$ cat src/rtl/signed_alu_pkg.sv
// Shared constants for the signed ALU with BCD display: opcodes, FSM states,
// active-low seven-segment glyphs and the digit-to-glyph lookup.
package signed_alu_pkg;

    typedef enum logic {IDLE, CONV} state_t;

    localparam logic [2:0] OP_ZERO = 3'b000;
    localparam logic [2:0] OP_AND  = 3'b001;
    localparam logic [2:0] OP_OR   = 3'b010;
    localparam logic [2:0] OP_XOR  = 3'b011;
    localparam logic [2:0] OP_NOT  = 3'b100;
    localparam logic [2:0] OP_SUB  = 3'b101;
    localparam logic [2:0] OP_ADD  = 3'b110;
    localparam logic [2:0] OP_MUL  = 3'b111;

    localparam logic [6:0] SEG_0     = 7'b1000000;
    localparam logic [6:0] SEG_1     = 7'b1111001;
    localparam logic [6:0] SEG_2     = 7'b0100100;
    localparam logic [6:0] SEG_3     = 7'b0110000;
    localparam logic [6:0] SEG_4     = 7'b0011001;
    localparam logic [6:0] SEG_5     = 7'b0010010;
    localparam logic [6:0] SEG_6     = 7'b0000010;
    localparam logic [6:0] SEG_7     = 7'b1111000;
    localparam logic [6:0] SEG_8     = 7'b0000000;
    localparam logic [6:0] SEG_9     = 7'b0011000;
    localparam logic [6:0] SEG_MINUS = 7'b0111111;
    localparam logic [6:0] SEG_BLANK = 7'b1111111;

    function automatic logic [6:0] digit_glyph(input logic [3:0] d);
        case (d)
            4'd0:    return SEG_0;
            4'd1:    return SEG_1;
            4'd2:    return SEG_2;
            4'd3:    return SEG_3;
            4'd4:    return SEG_4;
            4'd5:    return SEG_5;
            4'd6:    return SEG_6;
            4'd7:    return SEG_7;
            4'd8:    return SEG_8;
            4'd9:    return SEG_9;
            default: return SEG_BLANK;
        endcase
    endfunction

endpackage

$ cat src/rtl/bin2bcd_seq.sv
// Sequential double-dabble converter: one add-3/shift iteration per clock.
// bcd and done describe the iteration happening this cycle, so the caller
// can capture the final digits on the same edge the last iteration retires.
module bin2bcd_seq #(
    parameter int NBITS  = 10,
    parameter int DIGITS = 3
) (
    input  logic                  clk,
    input  logic                  rst,
    input  logic                  load,
    input  logic [NBITS-1:0]      value,
    output logic                  busy,
    output logic                  done,
    output logic [4*DIGITS-1:0]   bcd
);

    localparam int CW = $clog2(NBITS);

    logic [NBITS-1:0]    shift_q;
    logic [4*DIGITS-1:0] digits_q;
    logic [4*DIGITS-1:0] adj;
    logic [CW-1:0]       cnt_q;

    always_comb begin
        adj = digits_q;
        for (int unsigned i = 0; i < DIGITS; i++) begin
            if (digits_q[4*i +: 4] >= 4'd5)
                adj[4*i +: 4] = digits_q[4*i +: 4] + 4'd3;
        end
    end

    assign bcd  = {adj[4*DIGITS-2:0], shift_q[NBITS-1]};
    assign done = busy && (cnt_q == CW'(NBITS - 1));

    always_ff @(posedge clk) begin
        if (rst) begin
            busy     <= 1'b0;
            cnt_q    <= '0;
            shift_q  <= '0;
            digits_q <= '0;
        end else if (load) begin
            busy     <= 1'b1;
            cnt_q    <= '0;
            shift_q  <= value;
            digits_q <= '0;
        end else if (busy) begin
            digits_q <= bcd;
            shift_q  <= {shift_q[NBITS-2:0], 1'b0};
            cnt_q    <= cnt_q + CW'(1);
            if (done)
                busy <= 1'b0;
        end
    end

endmodule

$ cat src/rtl/signed_alu_bcd_seq.sv
// Signed ALU whose registered result is shown in decimal on active-low
// seven-segment glyphs, updated once the sequential BCD conversion finishes.
module signed_alu_bcd_seq
    import signed_alu_pkg::*;
#(
    parameter int WIDTH  = 5,
    parameter int DIGITS = 3
) (
    input  logic                  clk,
    input  logic                  rst,
    input  logic [WIDTH-1:0]      a,
    input  logic [WIDTH-1:0]      b,
    input  logic [2:0]            sel,
    input  logic                  start,
    output logic [2*WIDTH-1:0]    y,
    output logic                  busy,
    output logic                  done,
    output logic [7*DIGITS-1:0]   seg,
    output logic [6:0]            seg_sign
);

    localparam int YW = 2 * WIDTH;

    state_t              state;
    logic [YW-1:0]       ax, bx, alu, mag;
    logic                accept;
    logic                conv_busy, conv_done;
    logic [4*DIGITS-1:0] conv_bcd;
    logic [7*DIGITS-1:0] seg_next;

    assign ax = {{WIDTH{a[WIDTH-1]}}, a};
    assign bx = {{WIDTH{b[WIDTH-1]}}, b};

    // Modular 2*WIDTH arithmetic on sign-extended operands yields the exact signed result.
    always_comb begin
        case (sel)
            OP_ZERO: alu = '0;
            OP_AND:  alu = ax & bx;
            OP_OR:   alu = ax | bx;
            OP_XOR:  alu = ax ^ bx;
            OP_NOT:  alu = ~ax;
            OP_SUB:  alu = ax - bx;
            OP_ADD:  alu = ax + bx;
            OP_MUL:  alu = ax * bx;
            default: alu = '0;
        endcase
    end

    assign mag    = alu[YW-1] ? (~alu + YW'(1)) : alu;
    assign accept = (state == IDLE) && start;

    bin2bcd_seq #(
        .NBITS  (YW),
        .DIGITS (DIGITS)
    ) u_conv (
        .clk   (clk),
        .rst   (rst),
        .load  (accept),
        .value (mag),
        .busy  (conv_busy),
        .done  (conv_done),
        .bcd   (conv_bcd)
    );

    always_comb begin
        seg_next = '1;
        for (int unsigned i = 0; i < DIGITS; i++)
            seg_next[7*i +: 7] = digit_glyph(conv_bcd[4*i +: 4]);
    end

    always_ff @(posedge clk) begin
        if (rst) begin
            state    <= IDLE;
            y        <= '0;
            busy     <= 1'b0;
            done     <= 1'b0;
            seg      <= {DIGITS{SEG_0}};
            seg_sign <= SEG_BLANK;
        end else begin
            done <= 1'b0;
            case (state)
                IDLE: begin
                    if (start) begin
                        y     <= alu;
                        busy  <= 1'b1;
                        state <= CONV;
                    end
                end
                CONV: begin
                    if (conv_busy && conv_done) begin
                        seg      <= seg_next;
                        seg_sign <= y[YW-1] ? SEG_MINUS : SEG_BLANK;
                        done     <= 1'b1;
                        busy     <= 1'b0;
                        state    <= IDLE;
                    end
                end
                default: state <= IDLE;
            endcase
        end
    end

endmodule

$ cat config.mk
export PLATFORM = sky130hd
export DESIGN_NAME = signed_alu_bcd_seq
export DESIGN_NICKNAME = d
export VERILOG_FILES = /design/src/rtl/signed_alu_pkg.sv /design/src/rtl/bin2bcd_seq.sv /design/src/rtl/signed_alu_bcd_seq.sv
export SDC_FILE = /design/constraint.sdc
export NUM_CORES = 1
export LEC_CHECK = 0
export CAP_MARGIN = 20
export CELL_PAD_IN_SITES_DETAIL_PLACEMENT = 1
export CELL_PAD_IN_SITES_GLOBAL_PLACEMENT = 1
export CORE_ASPECT_RATIO = 0.9
export CORE_MARGIN = 5
export CORE_UTILIZATION = 43
export DETAILED_ROUTE_END_ITERATION = 10
export PLACE_DENSITY_LB_ADDON = 0.1
export SYNTH_ARGS = -nofsm -noshare
export SYNTH_HDL_FRONTEND = slang
export SYNTH_SLANG_ARGS = --single-unit
$ cat constraint.sdc
create_clock -name clk -period 6.3 [get_ports clk]
set_clock_uncertainty 0.15 [all_clocks]
set_input_delay 1.575 -clock clk [delete_from_list [all_inputs] [get_ports clk]]
set_output_delay 1.575 -clock clk [all_outputs]
set_load 0.01 [all_outputs]
==> flow_summary.json <==
{
  "maxSlewViolCount": 0,
  "startpoint_type": "input pin",
  "h-tree-depth": 3,
  "viasPerCell": 5.55,
  "dieArea_um2": 14500,
  "syn-cell-area_um2": 5240,
  "via_count": 4755,
  "place_congestion": 0.915,
  "ios": 56,
  "drt_iter0_drc": 249,
  "worst_slew_pin_slew_ns": 0.944,
  "synth-edff-count": 0,
  "period_share_pct": 96.1,
  "holdWs_ns": 0.305,
  "synth-main-ff-cell": "dfxtp_1",
  "start_util_pct": 43.7,
  "wirelength_um": 14400,
  "post-place-ws_ns": -0.106,
  "cap_violations": 0,
  "status": "completed",
  "r2r_slack_ns": 3.52,
  "yosys_warnings": 0,
  "rsz0062_at_grt": "false",
  "cellPowerDensity_nw_per_um2": 219,
  "fin_ws_ns": 0.243,
  "numCtsBuffers": 9,
  "max_freq_mhz": 165,
  "die-height_um": 115,
  "final.min_clock_period_ns": 6.06,
  "finalHoldViolCount": 0,
  "firstDrtPassIters": 4,
  "area_delta_synth_final_pct": 18.6,
  "antennaDiodeCount": 0,
  "grt_pass1_wl_um": 24400,
  "synth_cell_types": 81,
  "clock_sinks": 62,
  "peakVddDrop_mv": 0.150,
  "ys_ff_latch": 62,
  "drc": 0,
  "drive_gt1_share_pct": 9.61,
  "clk_path_buf_depth": 2,
  "avgSynthCellArea_um2": 8.18,
  "port_buffers": 49,
  "postSynthCellCount": 641,
  "nNetsFinal": 783,
  "setup_viol": 0,
  "postCtsHoldBufs": 0,
  "post_cts_buffers": 0,
  "setup_tns_ns": 0,
  "postLayoutCoreUtil_pct": 51.9,
  "grt_pass1_vias": 4847,
  "ys_async_sr_fraction_pct": 0,
  "p_leak_nw": 2.63,
  "grt_overflow_total": 0,
  "crit_path_end_kind": "flop",
  "multiInputGateArea_um2": 3590,
  "placeableCoreArea_um2": 12000,
  "clock-root-buffer": "clkbuf_16",
  "wire_per_inst_um": 16.8,
  "cp_max_fo": 8,
  "cts.reportedPaths.clkPinSlew_ns": 0.05,
  "path_class": "in2reg",
  "cts_resized": 0,
  "ys_seq_area_share_pct": 23.7,
  "arrival_ns": 6.14,
  "crit_required_ns": 6.38,
  "relSlewSlack_pct": 36.9,
  "cts_tree": "done",
  "min_path_type": "reg2reg",
  "antenna_found_initial": 0,
  "num_rows": 38,
  "dieWidth_um": 126,
  "seq_area_um2": 1240,
  "grt_max_degree": 48,
  "ant_nets": 0,
  "grt_usage_pct": 20.4,
  "dp_hpwl_um": 11100,
  "fillers": 1448,
  "clock_latency_ns": 0.33
}
[registers in the layout, indices dropped and copies added, names as in the netlist, 4 cells and up]
name / count
u_conv.cnt_q: 4
u_conv.shift_q: 10
y: 10
u_conv.digits_q: 12
seg: 21
[critical path, cell delays in order]
cell and delay [ns]:
clkdlybuf4s50_1 0.55, ha_1 0.22, inv_1 0.06, fa_1 0.46, fa_1 0.53, fa_1 0.56
inv_1 0.07, fa_1 0.46, a211oi_1 0.32, o21bai_1 0.12, a21oi_1 0.20, xnor2_1 0.28
a21oi_4 0.17, o211a_1 0.25, a2111oi_2 0.31
[layer usage]
layer	wire length, um	GRT usage [%]	up-vias	part of all wire, %
met2	6330	31.9	87	44
met4	123	4.57	0	0.85
li1	-	-	2317	-
met1	7310	28.8	2338	51
met3	638	4.55	13	4.4
met5	0	0	-	0
[power breakdown]
part	leakage, nW	switching [W]	internal (W)
Combinational	1.99	0.000268	0.000186
Sequential	0.505	0.0000141	0.000410
Clock	0.137	0.000180	0.000303
Total	2.63	0.000462	0.000898
[kinds of logic after synthesis]
family          Yosys count  share of synthesized area [%]
compound gates          154                           21.2
xor+xnor                 16                           2.67
fa+ha+maj                74                           20.4
buf+inv                 100                           8.24
flops                    62                           23.7
mux                      21                           4.32
other cells               1                         0.0715
simple gates            213                           19.4
[per-stage QoR]
| step | power, W | instance area [um^2] | std cells |
|---|---|---|---|
| floorplan | 0.000753 | 5260 | 646 |
| global placement | 0.000865 | 5930 | 842 |
| detailed placement | 0.000883 | 5930 | 842 |
| CTS | 0.00137 | 6220 | 857 |
| global route | 0.00145 | 6220 | 857 |
| finish | 0.00136 | 6220 | 857 |
[final timing paths]
check,cells after the start,from,endpoint
hold / removal,2,seg[18],seg[18]
setup / recovery,15,b[2],u_conv.shift_q[2]
setup reg to reg,11,u_conv.digits_q[0],seg[5]
hold reg to reg,2,seg[18],seg[18]
[layout make-up]
type                       count  share of cell area, %
tap                          160                   3.22
timing repair buffer          72                   10.6
inverter                      64                   3.86
multi-input combinational    484                   57.7
clock inverter                 6                   1.03
clock buffer                   9                   3.62
sequential                    62                   20.0
[Yosys cell counts (3+ instances only)]
| master | number | area, um^2 |
|---|---|---|
| a211o_1 | 5 | 43.8 |
| nor2b_1 | 5 | 31.3 |
| a311oi_1 | 5 | 43.8 |
| or3_1 | 4 | 25.0 |
| nand3_2 | 3 | 30.0 |
| inv_1 | 63 | 236 |
| a31oi_1 | 3 | 18.8 |
| fa_1 | 19 | 380 |
| xor2_1 | 4 | 35.0 |
| a21o_1 | 4 | 30.0 |
| nand3_1 | 9 | 45.0 |
| nor3_1 | 13 | 65.1 |
| ha_1 | 55 | 688 |
| xnor2_1 | 12 | 105 |
| clkbuf_1 | 20 | 75.1 |
| a21oi_1 | 50 | 250 |
| o21ai_0 | 20 | 100 |
| buf_4 | 9 | 67.6 |
| mux2i_1 | 17 | 170 |
| and2_1 | 3 | 18.8 |
| a221oi_1 | 3 | 26.3 |
| nand2b_1 | 8 | 50.1 |
| a2111oi_2 | 3 | 45.0 |
| dfxtp_1 | 62 | 1240 |
| nand2_1 | 53 | 199 |
| a211oi_1 | 20 | 150 |
| mux2_2 | 3 | 33.8 |
| and3_1 | 6 | 37.5 |
| nor2_1 | 84 | 315 |
| o211ai_1 | 6 | 45.0 |
| nor3b_1 | 8 | 60.1 |
[layout by cell type, fill, tap and decap left out, types with 12 or more instances in the layout]
cell,count
buf_4,23
xnor2_1,12
ha_1,55
a21oi_1,50
nand2_1,53
nor3_1,13
fa_1,19
nor2_1,84
mux2i_1,17
inv_1,63
a211oi_1,20
dfxtp_1,62
o21ai_0,20
clkdlybuf4s50_1,48
Note: power is estimated with default switching activity, not from simulation.
